`src/rtl/conv_pkg.sv`:
```
// rtl/conv_pkg.sv - shared geometry constants and FSM state type for conv_window_reader
package conv_pkg;
    localparam int IMG_W     = 4;
    localparam int IMG_H     = 4;
    localparam int K         = 3;
    localparam int DATA_W    = 8;
    localparam int OUT_W     = IMG_W - K + 1;
    localparam int OUT_H     = IMG_H - K + 1;
    localparam int ACC_W     = 2 * DATA_W + 4;
    localparam int NPIX      = IMG_W * IMG_H;
    localparam int NTAP      = K * K;
    localparam int NWIN      = OUT_W * OUT_H;
    localparam int PIX_IDX_W = $clog2(NPIX);
    localparam int TAP_W     = $clog2(NTAP);
    localparam int WIN_W     = $clog2(NWIN);

    typedef enum logic [1:0] {
        IDLE   = 2'd0,
        STREAM = 2'd1,
        DONE   = 2'd2
    } state_t;
endpackage

```
`src/rtl/conv_tap_addr_gen.sv`:
```
// rtl/conv_tap_addr_gen.sv - maps (window, tap) to image byte index and filter index
module conv_tap_addr_gen
    import conv_pkg::*;
(
    input  logic [WIN_W-1:0]     win_i,
    input  logic [TAP_W-1:0]     tap_i,
    output logic [PIX_IDX_W-1:0] pix_idx_o,
    output logic [TAP_W-1:0]     flt_idx_o
);
    int w;
    int t;
    int row;
    int col;

    always_comb begin
        w         = int'(win_i);
        t         = int'(tap_i);
        row       = (w / OUT_W) + (t / K);
        col       = (w % OUT_W) + (t % K);
        pix_idx_o = PIX_IDX_W'(row * IMG_W + col);
        flt_idx_o = tap_i;
    end
endmodule

```
`src/rtl/conv_window_reader.sv`:
```
// rtl/conv_window_reader.sv - snapshots image/filter and streams every 3x3 window tap to the MAC
// Optional accumulator outputs acc_valid/acc_data enabled by CONV_WINDOW_ACC_EN.
module conv_window_reader
    import conv_pkg::*;
(
    input  logic                     clk,
    input  logic                     rst,
    input  logic                     start,
    input  logic [NPIX*DATA_W-1:0]   img_flat,
    input  logic [NTAP*DATA_W-1:0]   flt_flat,
    output logic                     out_valid,
    input  logic                     out_ready,
    output logic [DATA_W-1:0]        out_pix,
    output logic [DATA_W-1:0]        out_wgt,
    output logic                     out_last_tap,
    output logic [WIN_W-1:0]         out_win,
    output logic                     busy,
    output logic                     done
`ifdef CONV_WINDOW_ACC_EN
    ,
    output logic                     acc_valid,
    output logic [ACC_W-1:0]         acc_data
`endif
);
    state_t                   state_q, state_d;
    logic [NPIX*DATA_W-1:0]   img_q, img_d, src_img;
    logic [NTAP*DATA_W-1:0]   flt_q, flt_d, src_flt;
    logic [WIN_W-1:0]         win_q, win_d, owin_q, owin_d;
    logic [TAP_W-1:0]         tap_q, tap_d, flt_idx;
    logic [PIX_IDX_W-1:0]     pix_idx;
    logic [DATA_W-1:0]        pix_q, pix_d, wgt_q, wgt_d;
    logic                     last_q, last_d;
    logic                     load;
    logic                     hs;

    assign hs = (state_q == STREAM) && out_ready;

    always_comb begin
        state_d = state_q;
        img_d   = img_q;
        flt_d   = flt_q;
        win_d   = win_q;
        tap_d   = tap_q;
        load    = 1'b0;
        case (state_q)
            IDLE: begin
                if (start) begin
                    state_d = STREAM;
                    img_d   = img_flat;
                    flt_d   = flt_flat;
                    win_d   = '0;
                    tap_d   = '0;
                    load    = 1'b1;
                end
            end
            STREAM: begin
                if (hs) begin
                    if (tap_q == TAP_W'(NTAP - 1)) begin
                        tap_d = '0;
                        if (win_q == WIN_W'(NWIN - 1)) begin
                            state_d = DONE;
                        end else begin
                            win_d = win_q + WIN_W'(1);
                            load  = 1'b1;
                        end
                    end else begin
                        tap_d = tap_q + TAP_W'(1);
                        load  = 1'b1;
                    end
                end
            end
            DONE:    state_d = IDLE;
            default: state_d = IDLE;
        endcase
    end

    // The first beat of a pass must come from the live inputs: the snapshot lands on the same edge.
    assign src_img = (state_q == IDLE) ? img_flat : img_q;
    assign src_flt = (state_q == IDLE) ? flt_flat : flt_q;

    conv_tap_addr_gen u_addr (
        .win_i     (win_d),
        .tap_i     (tap_d),
        .pix_idx_o (pix_idx),
        .flt_idx_o (flt_idx)
    );

    always_comb begin
        pix_d  = pix_q;
        wgt_d  = wgt_q;
        last_d = last_q;
        owin_d = owin_q;
        if (load) begin
            pix_d  = src_img[int'(pix_idx)*DATA_W +: DATA_W];
            wgt_d  = src_flt[int'(flt_idx)*DATA_W +: DATA_W];
            last_d = (tap_d == TAP_W'(NTAP - 1));
            owin_d = win_d;
        end
    end

    always_ff @(posedge clk or posedge rst) begin
        if (rst) begin
            state_q <= IDLE;
            img_q   <= '0;
            flt_q   <= '0;
            win_q   <= '0;
            tap_q   <= '0;
            pix_q   <= '0;
            wgt_q   <= '0;
            last_q  <= 1'b0;
            owin_q  <= '0;
        end else begin
            state_q <= state_d;
            img_q   <= img_d;
            flt_q   <= flt_d;
            win_q   <= win_d;
            tap_q   <= tap_d;
            pix_q   <= pix_d;
            wgt_q   <= wgt_d;
            last_q  <= last_d;
            owin_q  <= owin_d;
        end
    end

    assign out_valid    = (state_q == STREAM);
    assign busy         = (state_q == STREAM);
    assign done         = (state_q == DONE);
    assign out_pix      = pix_q;
    assign out_wgt      = wgt_q;
    assign out_last_tap = last_q;
    assign out_win      = owin_q;

`ifdef CONV_WINDOW_ACC_EN
    logic [ACC_W-1:0] prod, sum_q, sum_d, acc_data_q;
    logic             acc_valid_q;

    assign prod = ACC_W'(pix_q) * ACC_W'(wgt_q);

    // Tap 0 restarts the running sum so the previous window's result stays on acc_data.
    always_comb begin
        sum_d = sum_q;
        if (hs) begin
            sum_d = (tap_q == '0) ? prod : sum_q + prod;
        end
    end

    always_ff @(posedge clk or posedge rst) begin
        if (rst) begin
            sum_q       <= '0;
            acc_valid_q <= 1'b0;
            acc_data_q  <= '0;
        end else begin
            sum_q       <= sum_d;
            acc_valid_q <= hs && last_q;
            if (hs && last_q) begin
                acc_data_q <= sum_d;
            end
        end
    end

    assign acc_valid = acc_valid_q;
    assign acc_data  = acc_data_q;
`endif
endmodule

```
`config.mk`:
```
export PLATFORM = sky130hd
export DESIGN_NAME = conv_window_reader
export DESIGN_NICKNAME = d
export VERILOG_FILES = /design/src/rtl/conv_pkg.sv /design/src/rtl/conv_tap_addr_gen.sv /design/src/rtl/conv_window_reader.sv
export SDC_FILE = /design/constraint.sdc
export NUM_CORES = 1
export LEC_CHECK = 0
export ABC_AREA = 0
export CAP_MARGIN = 5
export CORE_MARGIN = 5
export CORE_UTILIZATION = 40
export CTS_CLUSTER_DIAMETER = 30
export DETAILED_ROUTE_END_ITERATION = 6
export MAX_ROUTING_LAYER = met4
export PLACE_DENSITY = 0.65
export SYNTH_ARGS = -nofsm -noshare
export SYNTH_HDL_FRONTEND = slang
export SYNTH_SLANG_ARGS = --single-unit
```
`constraint.sdc`:
```
create_clock -name clk -period 8.7 [get_ports clk]
set_input_delay 1.74 -clock clk [delete_from_list [all_inputs] [get_ports clk]]
set_output_delay 1.74 -clock clk [all_outputs]
set_load 0.05 [all_outputs]
```
==> out/results.ini <==
[floorplanning]
ios=226
die_y_microns=187
start_util_pct=40.7
die_area_sq_um=34900
fp.coreArea_sq_um=30700
num_rows=64
die_x_microns=187

[cells_and_area]
final_cells=1940
syn_to_final_growth_pct=37.0
final_nets=1707
drive_gt1_share_pct=16.9

[yosys]
ys_warn_count=0
synthArstFlopShare_pct=100
synth_edf_count=0
synth_fp_nets=1496
ys_seq_area_share_pct=45.5
syn_inst=1282
synth_ff_type=dfrtp_1
syn_area_sq_um=12500
postSynthAreaPerCell_sq_um=9.74
ys_ff_latch=227
synth_cell_types=59

[critical_path]
critPathKind=primary input to register
endpoint=out_pix[4]
r2r_end=out_pix[4]
required_ns=9.11
crit_path_start=out_ready
r2r_start=tap_q[0]
arrival_ns=7.87
crit_fanout=33
worst_setup_path_end_kind=register
critPathLaunchType=primary input
r2r_slack_ns=2.41
r2r_cells=23

[place]
portBuffers=225
dp_cells=1831
dpl.hpwl_microns=25500
gp_congestion=0.911
dp_slack_ns=0.780

[routing]
drtIter0Drc=816
ant_nets=0
firstDrtPassIters=5
drc=0
num_vias=10300
vias_per_cell=5.30
wl_per_cell_microns=19.4
wl_microns=37600

[global_route]
grt_overflow=0
grt_util_met2_pct=33.9
grt_use_met1_pct=29.1
busiest_layer=met2
grt_use_met3_pct=4.54
grt_max_degree=107
grt_usage_pct=21.9
antenna_found_initial=3
grt_first_pass_wirelength_microns=59800
grt_pass1_vias=10700

[timing]
finalSetupTns_ns=0
period_minus_slack_ns=7.46
fmax_mhz=134
skew_ns=0.0237
tightest_slew_ns=0.983
finalCritPeriodShare_pct=85.8
final_hold_viol_count=0
final-max-slew-violation-count=0
slew_headroom_pct=34.5
setup_viol=0
setup_slack_ns=1.24
rsz0062_at_grt=no

[status]
status=completed

[clock_tree]
cts_resized=0
clock-sinks=227
cts_hold_buf=0
cts_root_buf=clkbuf_16
clock_latency_ns=0.56
cts_tree=done
cts_max_path_buffers=3
cts_made_buffers=56
htreeDepth=2
cts_setup_buffers=0
clk_pin_slew_ns=0.04

[pwr]
p_per_area_nw_per_um2=500
total_leakage_power_nw=7.93
peakVddDrop_mv=0.959
total_power_mw=8.55

[job]
cap_violations=0

[hold_path]
min_path_cells=2
hp-class=register to register

routing by layer:
metal | share of wire [%] | wire (microns)
met1 | 42 | 15900
met2 | 48 | 18000
met3 | 6.6 | 2490
met4 | 3.0 | 1140
met5 | 0 | 0
sequential cells by signal, indices dropped and copies added (netlist names):
register	count
flt_q	72
img_q	128
out_win	2
tap_q	4
out_pix	8
win_q	2
out_wgt	8
state_q	2
out_last_tap	1
stage by stage:
step | area [sq um] | hold slack [ns] | util, %
6_report | 17100 | 0.463 | 55.8
5_1_grt | 17100 | 0.481 | 55.8
3_5_place_dp | 15000 | 0.457 | 49.0
2_1_floorplan | 12500 | 0.440 | -
4_1_cts | 17100 | 0.468 | 55.8
3_3_place_gp | 15000 | 0.452 | 49.0
worst min-delay path by stage:
| stage | from | end | slack, ns |
|---|---|---|---|
| finish | flt_q[56] | flt_q[56] | 0.46 |
| global route | flt_q[11] | flt_q[11] | 0.48 |
| CTS | flt_q[47] | flt_q[47] | 0.47 |
| detailed placement | flt_q[47] | flt_q[47] | 0.46 |
| global placement | img_q[59] | img_q[59] | 0.45 |
| floorplan | flt_q[10] | flt_q[10] | 0.44 |
worst max-delay path, stage by stage:
cell,delay [ns]
clkdlybuf4s50_1,0.68
nand2_1,0.12
a21o_1,0.21
a21oi_1,0.50
inv_2,0.11
nand2_1,0.34
inv_1,0.08
ha_1,0.27
a32oi_4,0.33
mux2i_1,0.21
ha_1,0.25
a21o_1,0.15
a31oi_1,0.28
nand2_1,0.20
xor2_1,0.24
ha_4,0.65
mux4_2,0.43
mux4_2,0.49
nand2_1,0.10
nor2_1,0.04
mux2i_1,0.27
nand4_1,0.14
report_power, final:
group | total, mW | switching, mW | internal (mW) | leakage [nW]
clock | 2.20 | 0.660 | 1.54 | 1.01
combinational | 4.65 | 2.43 | 2.22 | 4.00
sequential | 1.70 | 0.227 | 1.48 | 2.92
total | 8.55 | 3.32 | 5.23 | 7.93
final cells by class:
class | instances | area, sq um
diodes | 3 | 7.51
clock buffers | 76 | 1660
clock inverters | 30 | 405
fillers | 2631 | 13600
inverters | 11 | 48.8
multi-input cells | 958 | 6430
flip-flops and latches | 227 | 5680
well taps | 396 | 495
repair buffers | 239 | 2380
kinds of logic (layout without fill, tap and decap cells):
group | after synthesis | after routing | share of synthesized area (%)
fa+ha+maj | 10 | 10 | 1.00
xor+xnor | 4 | 4 | 0.431
compound gates | 46 | 46 | 2.48
mux | 139 | 139 | 22.4
other cells | 0 | 3 | 0
simple gates | 759 | 759 | 24.7
flops | 227 | 227 | 45.5
buf+inv | 97 | 356 | 3.56
cell usage in the layout, fill, tap and decap left out, types with 16 or more instances in the layout:
cell type        netlist  routed
clkbuf_8               2      16
mux2i_1               25      25
clkdlybuf4s50_1        0     225
mux4_2               112     112
nor2_1                39      38
clkbuf_16              0      57
nand4_1               17      17
nand2_1              655     654
dfrtp_1              227     227
cell usage after synthesis, types with 2 or more instances:
| cell | number | area, sq um |
|---|---|---|
| nand2_1 | 655 | 2460 |
| dfrtp_1 | 227 | 5680 |
| mux4_2 | 112 | 2520 |
| clkbuf_1 | 56 | 210 |
| nor2_1 | 39 | 146 |
| mux2i_1 | 25 | 250 |
| nand4_1 | 17 | 106 |
| a21oi_1 | 12 | 60.1 |
| buf_1 | 11 | 41.3 |
| ha_1 | 10 | 125 |
| buf_2 | 9 | 45.0 |
| nor3_1 | 9 | 45.0 |
| inv_1 | 8 | 30.0 |
| o21ai_0 | 8 | 40.0 |
| o22ai_1 | 8 | 50.1 |
| buf_6 | 5 | 56.3 |
| or3_1 | 5 | 31.3 |
| or3_2 | 4 | 30.0 |
| a31oi_1 | 3 | 18.8 |
| buf_4 | 3 | 22.5 |
| inv_2 | 3 | 11.3 |
| nand3_1 | 3 | 15.0 |
| nor2b_1 | 3 | 18.8 |
| a21o_1 | 2 | 15.0 |
| and2_1 | 2 | 12.5 |
| and3_2 | 2 | 15.0 |
| clkbuf_8 | 2 | 27.5 |
| mux2_2 | 2 | 22.5 |
| nand2b_1 | 2 | 12.5 |
| nand4b_1 | 2 | 17.5 |
| nor4b_1 | 2 | 17.5 |
| o21ai_1 | 2 | 10.0 |
| o31ai_1 | 2 | 15.0 |
| xor2_1 | 2 | 17.5 |
Note: power is estimated with default switching activity, not from simulation.
==> edit: new RTL, same flow settings <==
The package constant `IMG_H` goes from 4 to 8.
--- a/src/rtl/conv_pkg.sv
+++ b/src/rtl/conv_pkg.sv
@@ -1,7 +1,7 @@
 // rtl/conv_pkg.sv - shared geometry constants and FSM state type for conv_window_reader
 package conv_pkg;
     localparam int IMG_W     = 4;
-    localparam int IMG_H     = 4;
+    localparam int IMG_H     = 8;
     localparam int K         = 3;
     localparam int DATA_W    = 8;
     localparam int OUT_W     = IMG_W - K + 1;
Interface: changed (resized img_flat and out_win); port bits go from 226 to 356. The function was not compared with the original's and may differ.
==> edit against the original RTL <==
The flow now finishes with violations (DRC); global-route usage up 1.9 points; clock power up 70%; core utilization up 0.60 points; routed wire length up 61%; total power up 27%; design area up 57%; worst setup slack worse by 680 ps; sequential cell count up 132; combinational power up 9.2%; critical path depth up 5; clock skew down 3.9 ps; area after synthesis up 54%; sequential power up 23%; sequential share of layout area up 0.24 points; critical path type unchanged.
==> edit: results (changes against the original RTL) <==
drt:
  drc: 7  # was 0
  m1WireLength_um: 24400  # was 15900 um
  drt-vias-per-instance: 5.30  # about the same
  wl_met3_um: 4420  # was 2490 um
  drt-wirelength-per-cell_um: 20.4  # was 19.4 um
  wl_met2_um: 29800  # was 18000 um
  drt-initial-drc-count: 1178  # was 816
  vias: 15800  # was 10300
  drtPass1Iterations: 7  # was 5
sta:
  holdWs_ps: 465  # was 463 ps
  relSlewSlack: 0.0658  # was 0.345
  clock_skew_ps: 19.7  # was 23.7 ps
pwr:
  p_seq_frac: 0.192  # was 0.199
  ir_drop_uv: 862  # was 959 uV
  leakagePower_nw: 12.8  # was 7.93 nW
  power_density_nw_per_um2: 405  # was 500 nW/um2
  netSwitchingFraction: 0.365  # was 0.388
  clkPwrFrac: 0.342  # was 0.257
global_route:
  met1_usage: 0.298  # was 0.291
  grt_first_pass_wirelength_um: 95300  # was 59800 um
  grt_start_max_net_pins: 182  # was 107
  met2_usage: 0.370  # was 0.339
  track_usage: 0.238  # was 0.219
  antenna_found_initial: 16  # was 3
  grtUsageMet3: 0.0684  # was 0.0454
setup_path:
  arrival_ps: 8660  # was 7870 ps
  cpPeakStageDelay_ps: 910  # was 680 ps
  critPathLaunch: "start"  # was out_ready
  reg2reg_slack_ps: 1670  # was 2410 ps
  path_max_fanout: 16  # was 33
  r2r_cells: 28  # was 23
  r2r-end: "out_pix[0]"  # was out_pix[4]
placed_design:
  post-dp-hpwl_um: 41400  # was 25500 um
  dpl_worst_slack_ps: 24.5  # was 780 ps
  portBuffers: 355  # was 225
  placed_area_um2: 23400  # was 15000 um2
  routabilityCongestion: 0.911  # about the same
cells_and_area:
  nNetsFinal: 2610  # was 1707
  reg.largest.list: "img_q x256, flt_q x72"  # was img_q x128, flt_q x72
  drive_gt1_frac: 0.177  # was 0.169
clock_tree:
  cts_made_buffers: 96  # was 56
  clk_latency_ps: 610  # was 560 ps
  clkTransAtPathRegs_ps: 40  # about the same
yosys:
  postSynthCellCount: 1919  # was 1282
  synth_commonest_cells: "nand2_1 (1021), dfrtp_1 (359), mux4_2 (192)"  # was nand2_1 (655), dfrtp_1 (227), mux4_2 (112)
  synth-compound-area-share: 0.0205  # was 0.0248
  synthXorXnorAreaFrac: 0.00547  # was 0.00431
  synth_fp_nets: 2264  # was 1496
  ys_seq_area_frac: 0.467  # was 0.455
  synthTopCellsByArea: "dfrtp_1 (47%), mux4_2 (22%), nand2_1 (20%)"  # was dfrtp_1 (45%), mux4_2 (20%), nand2_1 (20%)
  synth_mux_area_frac: 0.247  # was 0.224
  synthAdderAreaFrac: 0.00885  # was 0.0100
min_path:
  holdPathEnd: "img_q[12]"  # was flt_q[56]
  hold_path.startpoint: "img_q[12]"  # was flt_q[56]
outcome:
  failed_checks: "DRC"
  status: "finished, violations left"  # was complete, no violations
edit: cell types whose count changed in the layout (fill, tap and decap cells not counted), moves of 8 or more:
cell,before,now
clkdlybuf4s50_1,225,355
clkbuf_1,3,13
mux4_2,112,192
diode_2,3,16
nand4_1,17,3
clkbuf_16,57,101
nand2_1,654,1021
clkinv_2,8,17
dfrtp_1,227,359
mux2_2,2,10
edit: layout make-up:
cell class | count | area [um2]
antenna | 16 | 40.0
clock buffer | 135 | 2870
clock inverter | 44 | 608
fill | 3982 | 20800
inverter | 16 | 63.8
multi-input combinational | 1416 | 9730
sequential | 359 | 8980
tap | 615 | 769
timing repair buffer | 376 | 3810
edit: worst max-delay path by stage:
| stage | cells after the start | to | slack [ps] |
|---|---|---|---|
| after floorplan | 28 | out_pix[6] | 1290 |
| after global placement | 27 | out_pix[5] | 240 |
| after detailed placement | 27 | out_pix[0] | 20 |
| after CTS | 27 | out_pix[0] | 620 |
| after global routing | 27 | out_pix[7] | 80 |
| final | 27 | out_pix[0] | 560 |
